[src/rtl/capture_slot_scheduler_pkg.sv]
// capture_sched_pkg
// Shared types and constants for the capture-slot scheduler.
//   state_t    : scheduler FSM states
//   LFSR_W     : width of the slot-selection LFSR
//   LFSR_TAPS  : Galois tap mask (right-shifting form)
//   lfsr_step  : one Galois LFSR advance
package capture_sched_pkg;

  typedef enum logic [2:0] {
    IDLE   = 3'd0,
    PICK   = 3'd1,
    STROBE = 3'd2,
    GAP    = 3'd3,
    DONE   = 3'd4
  } state_t;

  localparam int              LFSR_W    = 16;
  localparam logic [LFSR_W-1:0] LFSR_TAPS = 16'hB400;

  // Right-shift Galois step: the bit shifted out selects the tap mask.
  function automatic logic [LFSR_W-1:0] lfsr_step(input logic [LFSR_W-1:0] cur);
    return {1'b0, cur[LFSR_W-1:1]} ^ (cur[0] ? LFSR_TAPS : {LFSR_W{1'b0}});
  endfunction

endpackage

[src/rtl/capture_slot_scheduler_if.sv]
// capture_slot_scheduler_if
// Control/status bundle between the requesting logic and the scheduler.
//   start, count, clear_all : requests from the controller (master)
//   en                      : per-slot capture enables (one-hot strobes)
//   slot_valid              : slots holding data since the last clear
//   busy, done              : operation status
//   lfsr_state              : debug view of the selection LFSR
interface capture_slot_scheduler_if #(
  parameter int N_SLOTS = 8
) ();
  import capture_sched_pkg::*;

  localparam int CW = $clog2(N_SLOTS + 1);

  logic              start;
  logic [CW-1:0]     count;
  logic              clear_all;
  logic [N_SLOTS-1:0] en;
  logic [N_SLOTS-1:0] slot_valid;
  logic              busy;
  logic              done;
  logic [LFSR_W-1:0] lfsr_state;

  modport master (
    output start, count, clear_all,
    input  en, slot_valid, busy, done, lfsr_state
  );

  modport slave (
    input  start, count, clear_all,
    output en, slot_valid, busy, done, lfsr_state
  );
endinterface

[src/rtl/capture_slot_scheduler_lfsr16_galois.sv]
// lfsr16_galois
// 16-bit Galois LFSR that only moves when asked to.
//   clk     : rising-edge clock
//   reset   : synchronous active-high, loads SEED
//   advance : step the register once this cycle
//   state   : current LFSR value
module lfsr16_galois
  import capture_sched_pkg::*;
#(
  parameter logic [LFSR_W-1:0] SEED = 16'hACE1
) (
  input  logic              clk,
  input  logic              reset,
  input  logic              advance,
  output logic [LFSR_W-1:0] state
);

  logic [LFSR_W-1:0] r_lfsr;

  // LFSR register: seed on reset, one step per advance request.
  always_ff @(posedge clk) begin
    if (reset) begin
      r_lfsr <= SEED;
    end else if (advance) begin
      r_lfsr <= lfsr_step(r_lfsr);
    end else begin
      r_lfsr <= r_lfsr;
    end
  end

  assign state = r_lfsr;

endmodule

[src/rtl/capture_slot_scheduler.sv]
// capture_slot_scheduler
// Fills a requested number of free capture slots in pseudo-random order,
// issuing one single-cycle enable strobe per chosen slot, spaced by
// STROBE_GAP idle cycles.
//   clk, reset : clock and synchronous active-high reset
//   bus        : slave side of capture_slot_scheduler_if
//                (start/count/clear_all in; en/slot_valid/busy/done/lfsr_state out)
module capture_slot_scheduler
  import capture_sched_pkg::*;
#(
  parameter int              N_SLOTS    = 8,
  parameter int              STROBE_GAP = 4,
  parameter logic [LFSR_W-1:0] LFSR_SEED  = 16'hACE1
) (
  input  logic                    clk,
  input  logic                    reset,
  capture_slot_scheduler_if.slave bus
);

  localparam int SW    = $clog2(N_SLOTS);
  localparam int CW    = $clog2(N_SLOTS + 1);
  localparam int GAP_W = (STROBE_GAP > 1) ? $clog2(STROBE_GAP + 1) : 1;

  state_t             r_state;
  state_t             w_state_nxt;
  logic [SW-1:0]      r_cand;
  logic [SW-1:0]      w_cand_nxt;
  logic [CW-1:0]      r_remaining;
  logic [CW-1:0]      w_remaining_nxt;
  logic [GAP_W-1:0]   r_gap_cnt;
  logic [GAP_W-1:0]   w_gap_nxt;
  logic [N_SLOTS-1:0] r_slot_valid;
  logic [N_SLOTS-1:0] w_valid_nxt;
  logic [N_SLOTS-1:0] r_en;
  logic [N_SLOTS-1:0] w_en_nxt;
  logic               r_done;
  logic               r_busy;

  logic [LFSR_W-1:0]  w_lfsr;
  logic [SW-1:0]      w_adv_low;
  logic               w_advance;
  logic [N_SLOTS-1:0] w_valid_cleared;
  logic [CW-1:0]      w_free_cnt;
  logic [CW-1:0]      w_fill_cnt;

  // Number of slots whose valid bit is clear.
  function automatic logic [CW-1:0] count_free(input logic [N_SLOTS-1:0] valid);
    logic [CW-1:0] n;
    n = '0;
    for (int i = 0; i < N_SLOTS; i++) begin
      if (!valid[i]) begin
        n = n + CW'(1'b1);
      end else begin
        n = n;
      end
    end
    return n;
  endfunction

  // The LFSR steps in the STROBE cycle, so its new value is visible from
  // the following cycle onward.
  assign w_advance = (r_state == STROBE);

  lfsr16_galois #(
    .SEED (LFSR_SEED)
  ) u_lfsr (
    .clk     (clk),
    .reset   (reset),
    .advance (w_advance),
    .state   (w_lfsr)
  );

  // With no gap, PICK follows STROBE directly and must already see the
  // post-advance value, so take the low bits of the next LFSR state.
  assign w_adv_low = SW'(lfsr_step(w_lfsr));

  // A same-cycle clear is applied before counting free slots for a start.
  assign w_valid_cleared = bus.clear_all ? {N_SLOTS{1'b0}} : r_slot_valid;
  assign w_free_cnt      = count_free(w_valid_cleared);
  assign w_fill_cnt      = (bus.count < w_free_cnt) ? bus.count : w_free_cnt;

  // FSM state register.
  always_ff @(posedge clk) begin
    if (reset) begin
      r_state <= IDLE;
    end else begin
      r_state <= w_state_nxt;
    end
  end

  // Next-state and datapath update logic.
  always_comb begin
    w_state_nxt     = r_state;
    w_cand_nxt      = r_cand;
    w_remaining_nxt = r_remaining;
    w_gap_nxt       = r_gap_cnt;
    w_valid_nxt     = r_slot_valid;
    w_en_nxt        = {N_SLOTS{1'b0}};
    case (r_state)
      IDLE: begin
        w_valid_nxt = w_valid_cleared;
        if (bus.start) begin
          w_remaining_nxt = w_fill_cnt;
          if (w_fill_cnt == {CW{1'b0}}) begin
            w_state_nxt = DONE;
          end else begin
            w_state_nxt = PICK;
            w_cand_nxt  = w_lfsr[SW-1:0];
          end
        end else begin
          w_state_nxt = IDLE;
        end
      end
      PICK: begin
        // Linear probing; always finds a slot because remaining <= free.
        if (!r_slot_valid[r_cand]) begin
          w_state_nxt      = STROBE;
          w_en_nxt[r_cand] = 1'b1;
        end else begin
          w_cand_nxt = r_cand + SW'(1'b1);
        end
      end
      STROBE: begin
        w_valid_nxt[r_cand] = 1'b1;
        w_remaining_nxt     = r_remaining - CW'(1'b1);
        if (r_remaining == CW'(1'b1)) begin
          w_state_nxt = DONE;
        end else if (STROBE_GAP == 0) begin
          w_state_nxt = PICK;
          w_cand_nxt  = w_adv_low;
        end else begin
          w_state_nxt = GAP;
          w_gap_nxt   = GAP_W'(STROBE_GAP - 1);
        end
      end
      GAP: begin
        if (r_gap_cnt == {GAP_W{1'b0}}) begin
          w_state_nxt = PICK;
          w_cand_nxt  = w_lfsr[SW-1:0];
        end else begin
          w_gap_nxt = r_gap_cnt - GAP_W'(1'b1);
        end
      end
      DONE: begin
        w_state_nxt = IDLE;
      end
      default: begin
        w_state_nxt = IDLE;
      end
    endcase
  end

  // Datapath and registered outputs; en/done/busy are aligned to the state
  // they describe by registering them from the next-state decode.
  always_ff @(posedge clk) begin
    if (reset) begin
      r_cand       <= {SW{1'b0}};
      r_remaining  <= {CW{1'b0}};
      r_gap_cnt    <= {GAP_W{1'b0}};
      r_slot_valid <= {N_SLOTS{1'b0}};
      r_en         <= {N_SLOTS{1'b0}};
      r_done       <= 1'b0;
      r_busy       <= 1'b0;
    end else begin
      r_cand       <= w_cand_nxt;
      r_remaining  <= w_remaining_nxt;
      r_gap_cnt    <= w_gap_nxt;
      r_slot_valid <= w_valid_nxt;
      r_en         <= w_en_nxt;
      r_done       <= (w_state_nxt == DONE);
      r_busy       <= (w_state_nxt != IDLE);
    end
  end

  assign bus.en         = r_en;
  assign bus.slot_valid = r_slot_valid;
  assign bus.busy       = r_busy;
  assign bus.done       = r_done;
  assign bus.lfsr_state = w_lfsr;

endmodule

[src/flat_wrapper.sv]
// flat-port wrapper written by rule: the top's interface ports become plain ports
module capture_slot_scheduler_flat import capture_sched_pkg::*;
#(
  parameter int              N_SLOTS    = 8,
  parameter int              STROBE_GAP = 4,
  parameter logic [LFSR_W-1:0] LFSR_SEED  = 16'hACE1
)
  (clk, reset, bus_start, bus_count, bus_clear_all, bus_en, bus_slot_valid, bus_busy, bus_done, bus_lfsr_state);
  capture_slot_scheduler_if #(.N_SLOTS(N_SLOTS)) bus_i ();
  input  logic clk;
  input  logic reset;
  input wire logic [$bits(bus_i.start)-1:0] bus_start;
  input wire logic [$bits(bus_i.count)-1:0] bus_count;
  input wire logic [$bits(bus_i.clear_all)-1:0] bus_clear_all;
  output wire logic [$bits(bus_i.en)-1:0] bus_en;
  output wire logic [$bits(bus_i.slot_valid)-1:0] bus_slot_valid;
  output wire logic [$bits(bus_i.busy)-1:0] bus_busy;
  output wire logic [$bits(bus_i.done)-1:0] bus_done;
  output wire logic [$bits(bus_i.lfsr_state)-1:0] bus_lfsr_state;
  assign bus_i.start = bus_start;
  assign bus_i.count = bus_count;
  assign bus_i.clear_all = bus_clear_all;
  assign bus_en = bus_i.en;
  assign bus_slot_valid = bus_i.slot_valid;
  assign bus_busy = bus_i.busy;
  assign bus_done = bus_i.done;
  assign bus_lfsr_state = bus_i.lfsr_state;
  capture_slot_scheduler #(.N_SLOTS(N_SLOTS), .STROBE_GAP(STROBE_GAP), .LFSR_SEED(LFSR_SEED)) u_core (.clk(clk), .reset(reset), .bus(bus_i));
endmodule
[config.mk]
export PLATFORM = sky130hd
export DESIGN_NAME = capture_slot_scheduler_flat
export DESIGN_NICKNAME = d
export VERILOG_FILES = /design/src/rtl/capture_slot_scheduler_pkg.sv /design/src/rtl/capture_slot_scheduler_if.sv /design/src/rtl/capture_slot_scheduler_lfsr16_galois.sv /design/src/rtl/capture_slot_scheduler.sv /design/src/flat_wrapper.sv
export SDC_FILE = /design/constraint.sdc
export NUM_CORES = 1
export LEC_CHECK = 0
export ABC_AREA = 1
export ABC_CLOCK_PERIOD_IN_PS = 13250
export CAP_MARGIN = 5
export CORE_MARGIN = 1.5
export CORE_UTILIZATION = 31
export DETAILED_ROUTE_END_ITERATION = 8
export GPL_TIMING_DRIVEN = 0
export PLACE_DENSITY = 0.6
export REMOVE_ABC_BUFFERS = 1
export SYNTH_ARGS = -nofsm -noshare
export SYNTH_HDL_FRONTEND = slang
export SYNTH_SLANG_ARGS = --single-unit
[constraint.sdc]
create_clock -name clk -period 13.25 [get_ports clk]
set_clock_uncertainty 0.1 [all_clocks]
set_input_delay 2.65 -clock clk [delete_from_list [all_inputs] [get_ports clk]]
set_output_delay 2.65 -clock clk [all_outputs]
set_load 0.005 [all_outputs]
==> results of run 1 <==
-- cell families after synthesis --
logic type,after synthesis,share of synthesized area
DFF,47,0.346
and+or+nand+nor,189,0.329
adders and majority gates,16,0.0736
buffers and inverters,67,0.0980
AOI/OAI and AO/OA,56,0.115
xor gates and xnor gates,11,0.0382
-- cells in the final DEF (no fill, tap or decap), types with 2 or more instances in the layout --
cell type,count
a211oi_1,2
a21oi_1,18
a31oi_1,3
clkbuf_8,7
clkdlybuf4s50_1,41
dfxtp_1,47
ha_1,16
inv_1,53
inv_2,2
nand2_1,78
nand2_2,14
nand2_4,2
nand3_1,28
nand3_2,5
nand3b_1,3
nand4_1,2
nor2_1,44
nor2_2,5
nor2_4,2
o21ai_0,21
o21ai_1,2
o21ai_2,3
o22ai_1,5
or2_2,2
xnor2_1,6
xor2_1,4
-- sequential cells by signal, summed over array words and instances, names as in the netlist --
register	flops
u_core.bus.done	1
u_core.bus.slot_valid	8
u_core.bus.en	8
u_core.bus.busy	1
u_core.r_cand	3
u_core.u_lfsr.state	16
u_core.r_remaining	4
u_core.r_gap_cnt	3
u_core.r_state	3
-- stage by stage --
step                       util  worst slack [ns]  power [W]  instances
after floorplan               -              6.38   0.000575        375
after global placement    0.385              5.34   0.000677        521
after detailed placement  0.385              5.24   0.000690        521
after CTS                 0.397              5.55   0.000790        529
after global routing      0.398              5.14   0.000864        529
final                     0.398              5.57   0.000781        529
-- synthesized netlist by cell type, types with 2 or more instances --
cell type / count
xor2_1: 4
nand3_2: 5
nor2_1: 45
o21ai_0: 21
o21ai_2: 3
or2_2: 2
o21ai_1: 2
a21oi_1: 18
nor2_2: 4
nand2_2: 14
ha_1: 16
buf_2: 2
inv_1: 53
a211oi_1: 2
xnor2_1: 6
nor2_4: 2
nand2_1: 78
nand3b_1: 3
a31oi_1: 3
clkbuf_1: 8
nand4_1: 2
inv_2: 2
nand2_4: 2
dfxtp_1: 47
nand3_1: 28
o22ai_1: 5
-- power breakdown --
part | total, W | switching [W] | internal, W | leakage (nW)
sequential | 0.000196 | 0.0000245 | 0.000171 | 0.383
clock | 0.0000960 | 0.0000485 | 0.0000475 | 0.0505
combinational | 0.000489 | 0.000293 | 0.000196 | 1.01
-- cell type report --
cell class	count	area, sq um
fillers	861	5020
clock inverters	1	7.51
multi-input cells	272	1520
clock buffers	7	96.3
repair buffers	41	410
inverters	56	215
flip-flops and latches	47	941
well taps	105	131
-- worst max-delay path, delay by kind of cell --
| kind | cells | cell delay [ns] |
|---|---|---|
| adders and majority gates | 7 | 1.94 |
| AOI/OAI and AO/OA | 3 | 0.36 |
| buffers and inverters | 5 | 0.91 |
| and+or+nand+nor | 20 | 1.92 |
-- worst min-delay path by stage --
stage                     slack, ns                              from  depth (start not counted)                          endpoint
after floorplan                0.33  u_core.r_gap_cnt[0]$_SDFFE_PP0P_                          1  u_core.r_gap_cnt[0]$_SDFFE_PP0P_
after global placement         0.34  u_core.r_gap_cnt[0]$_SDFFE_PP0P_                          1  u_core.r_gap_cnt[0]$_SDFFE_PP0P_
after detailed placement       0.35  u_core.r_gap_cnt[0]$_SDFFE_PP0P_                          1  u_core.r_gap_cnt[0]$_SDFFE_PP0P_
after CTS                      0.36  u_core.r_gap_cnt[0]$_SDFFE_PP0P_                          1  u_core.r_gap_cnt[0]$_SDFFE_PP0P_
after global routing           0.40  u_core.r_gap_cnt[0]$_SDFFE_PP0P_                          1  u_core.r_gap_cnt[0]$_SDFFE_PP0P_
final                          0.36  u_core.r_gap_cnt[0]$_SDFFE_PP0P_                          1  u_core.r_gap_cnt[0]$_SDFFE_PP0P_
-- per-layer routing --
layer	wire length, um	vias to the layer above
li1	-	1303
met1	2980	1081
met2	2530	37
met3	229	7
met4	72	0
met5	0	-
==> impl_metrics.py, run 1 <==
metrics = {
    "detailed_routing": {
        "drtPass1Iterations": 4,
        "viasPerCell": 4.59,
        "route.detailed.drc": 0,
        "drt-initial-drc-count": 85,
        "detail-route-antenna-nets": 0,
        "wl_mm": 5.81,
        "vias": 2428,
        "wire_per_inst_um": 11.0,
    },
    "timing": {
        "layout_min_cycle_time_ns": 7.68,
        "maxSlewViolCount": 0,
        "worst_pin_slew_ns": 0.881,
        "setup_viol": 0,
        "max-slew-margin-rel": 0.412,
        "rsz0062_at_grt": "false",
        "finalCritPeriodShare": 0.580,
        "clock.fmax_ghz": 0.130,
        "tns_ns": 0,
        "finalHoldViolations": 0,
        "hold_ws_ns": 0.357,
    },
    "synth": {
        "synth_seq_cells": 47,
        "synth_top_area_share": 0.346,
        "synth_area_per_cell_sq_um": 7.05,
        "syn-cell-area_sq_um": 2720,
        "yosys-top-cells-area": "dfxtp_1 (35%), nand2_1 (11%), ha_1 (7.4%)",
        "syn_inst": 386,
        "yosys_warnings": 0,
        "yosys.cell_types.count": 35,
        "synth-edff-count": 0,
        "yosys.area.top_type": "dfxtp_1",
        "ys_seq_area_frac": 0.346,
        "synthFlopType": "dfxtp_1",
        "ys_async_sr_fraction": 0,
    },
    "global_routing": {
        "top_usage_layer": "met2",
        "grt_max_degree": 30,
        "grt_pass1_wl_mm": 9.81,
        "globalRouteMet3Util": 0.0253,
        "grt_use_met1": 0.166,
        "grt_pass1_vias": 2182,
        "globalRoute.totalOverflow": 0,
        "antenna_found_initial": 0,
        "grt_use_met2": 0.200,
        "track_usage": 0.124,
    },
    "floorplanning": {
        "fp.dieH_um": 96.7,
        "dieArea_sq_um": 9350,
        "ioPinCount": 42,
        "die_w_um": 96.7,
        "initial_utilization": 0.326,
        "coreArea_sq_um": 8340,
        "rows": 33,
    },
    "setup_path": {
        "startpoint": "bus_clear_all",
        "cp.arrival_ns": 7.78,
        "path_max_fanout": 8,
        "required_ns": 13.35,
        "crit_type": "input port to register",
        "critPathCaptureType": "register",
        "r2r_cells": 35,
        "critPathLaunchType": "input port",
        "critPathSlowestCell": "clkdlybuf4s50_1",
        "crit_path_frequent_cell": "nand2_1",
        "rr_endpoint": "u_core.r_cand[1]$_SDFFE_PP0P_",
        "r2r_start": "u_core.bus.slot_valid[0]$_SDFFE_PP0P_",
        "crit_path_end": "u_core.r_cand[1]$_SDFFE_PP0P_",
        "rrSetupSlack_ns": 8.26,
        "max_stage_delay_ns": 0.64,
    },
    "final_layout": {
        "design_area_sq_um": 3320,
        "final_nets": 447,
        "diodes": 0,
        "layout-drive-gt1-share": 0.108,
        "synthToLayoutAreaGrowth_pct": 21.9,
    },
    "pwr": {
        "p_leak_nw": 1.45,
        "ir_drop_uv": 103,
        "power_density_nw_per_um2": 235,
    },
    "place": {
        "dpl.hpwl_mm": 4.38,
        "place_area_sq_um": 3210,
        "io_buffers": 41,
        "globalplace.congestion": 0.772,
    },
    "run": {
        "maxCapViolations": 0,
    },
    "clocking": {
        "cts_tree": "built",
        "clkSinkCount": 47,
        "cts_resized": 0,
        "postCtsSetupBuffers": 0,
        "cts_root_buf": "clkbuf_8",
        "cts_buffers": 5,
        "cts.reportedPaths.clkPinSlew_ns": 0.09,
        "holdBufCountCts": 0,
        "h-tree-depth": 2,
        "worstSkewPairLatency_ns": 0.30,
        "max-clock-path-buffers": 2,
    },
    "outcome": {
        "status": "finished, final reports clean",
    },
    "worst_hold_path": {
        "hold_path_class": "register to register",
    },
}
Note: power is estimated with default switching activity, not from simulation.
==> run 2, diff against run 1 <==
ABC_CLOCK_PERIOD_IN_PS = 7300   (was 13250)
clock period = 7.3 ns   (was 13.25 ns; I/O delays follow)
==> results of run 2 <==
Same layout as run 1 (identical final DEF). Status: finished, final reports clean.
Among the figures that moved: setup slack after placement 5.24 ns -> 0.483 ns; setup slack after layout 5.57 ns -> 0.806 ns; register-to-register setup slack 8.26 ns -> 2.31 ns; total power 0.000781 W -> 0.00142 W; worst IR drop on VDD 103 uV -> 187 uV
==> run 3, diff against run 2 <==
ABC_CLOCK_PERIOD_IN_PS = 8200   (was 7300)
TNS_END_PERCENT = 10   (was default)
clock period = 8.2 ns   (was 7.3 ns; I/O delays follow)
==> results of run 3 <==
Same layout as run 1 (identical final DEF). Status: finished, final reports clean.
Among the figures that moved: setup slack after placement 5.24 ns -> 1.20 ns; setup slack after layout 5.57 ns -> 1.53 ns; register-to-register setup slack 8.26 ns -> 3.21 ns; total power 0.000781 W -> 0.00126 W; worst IR drop on VDD 103 uV -> 167 uV
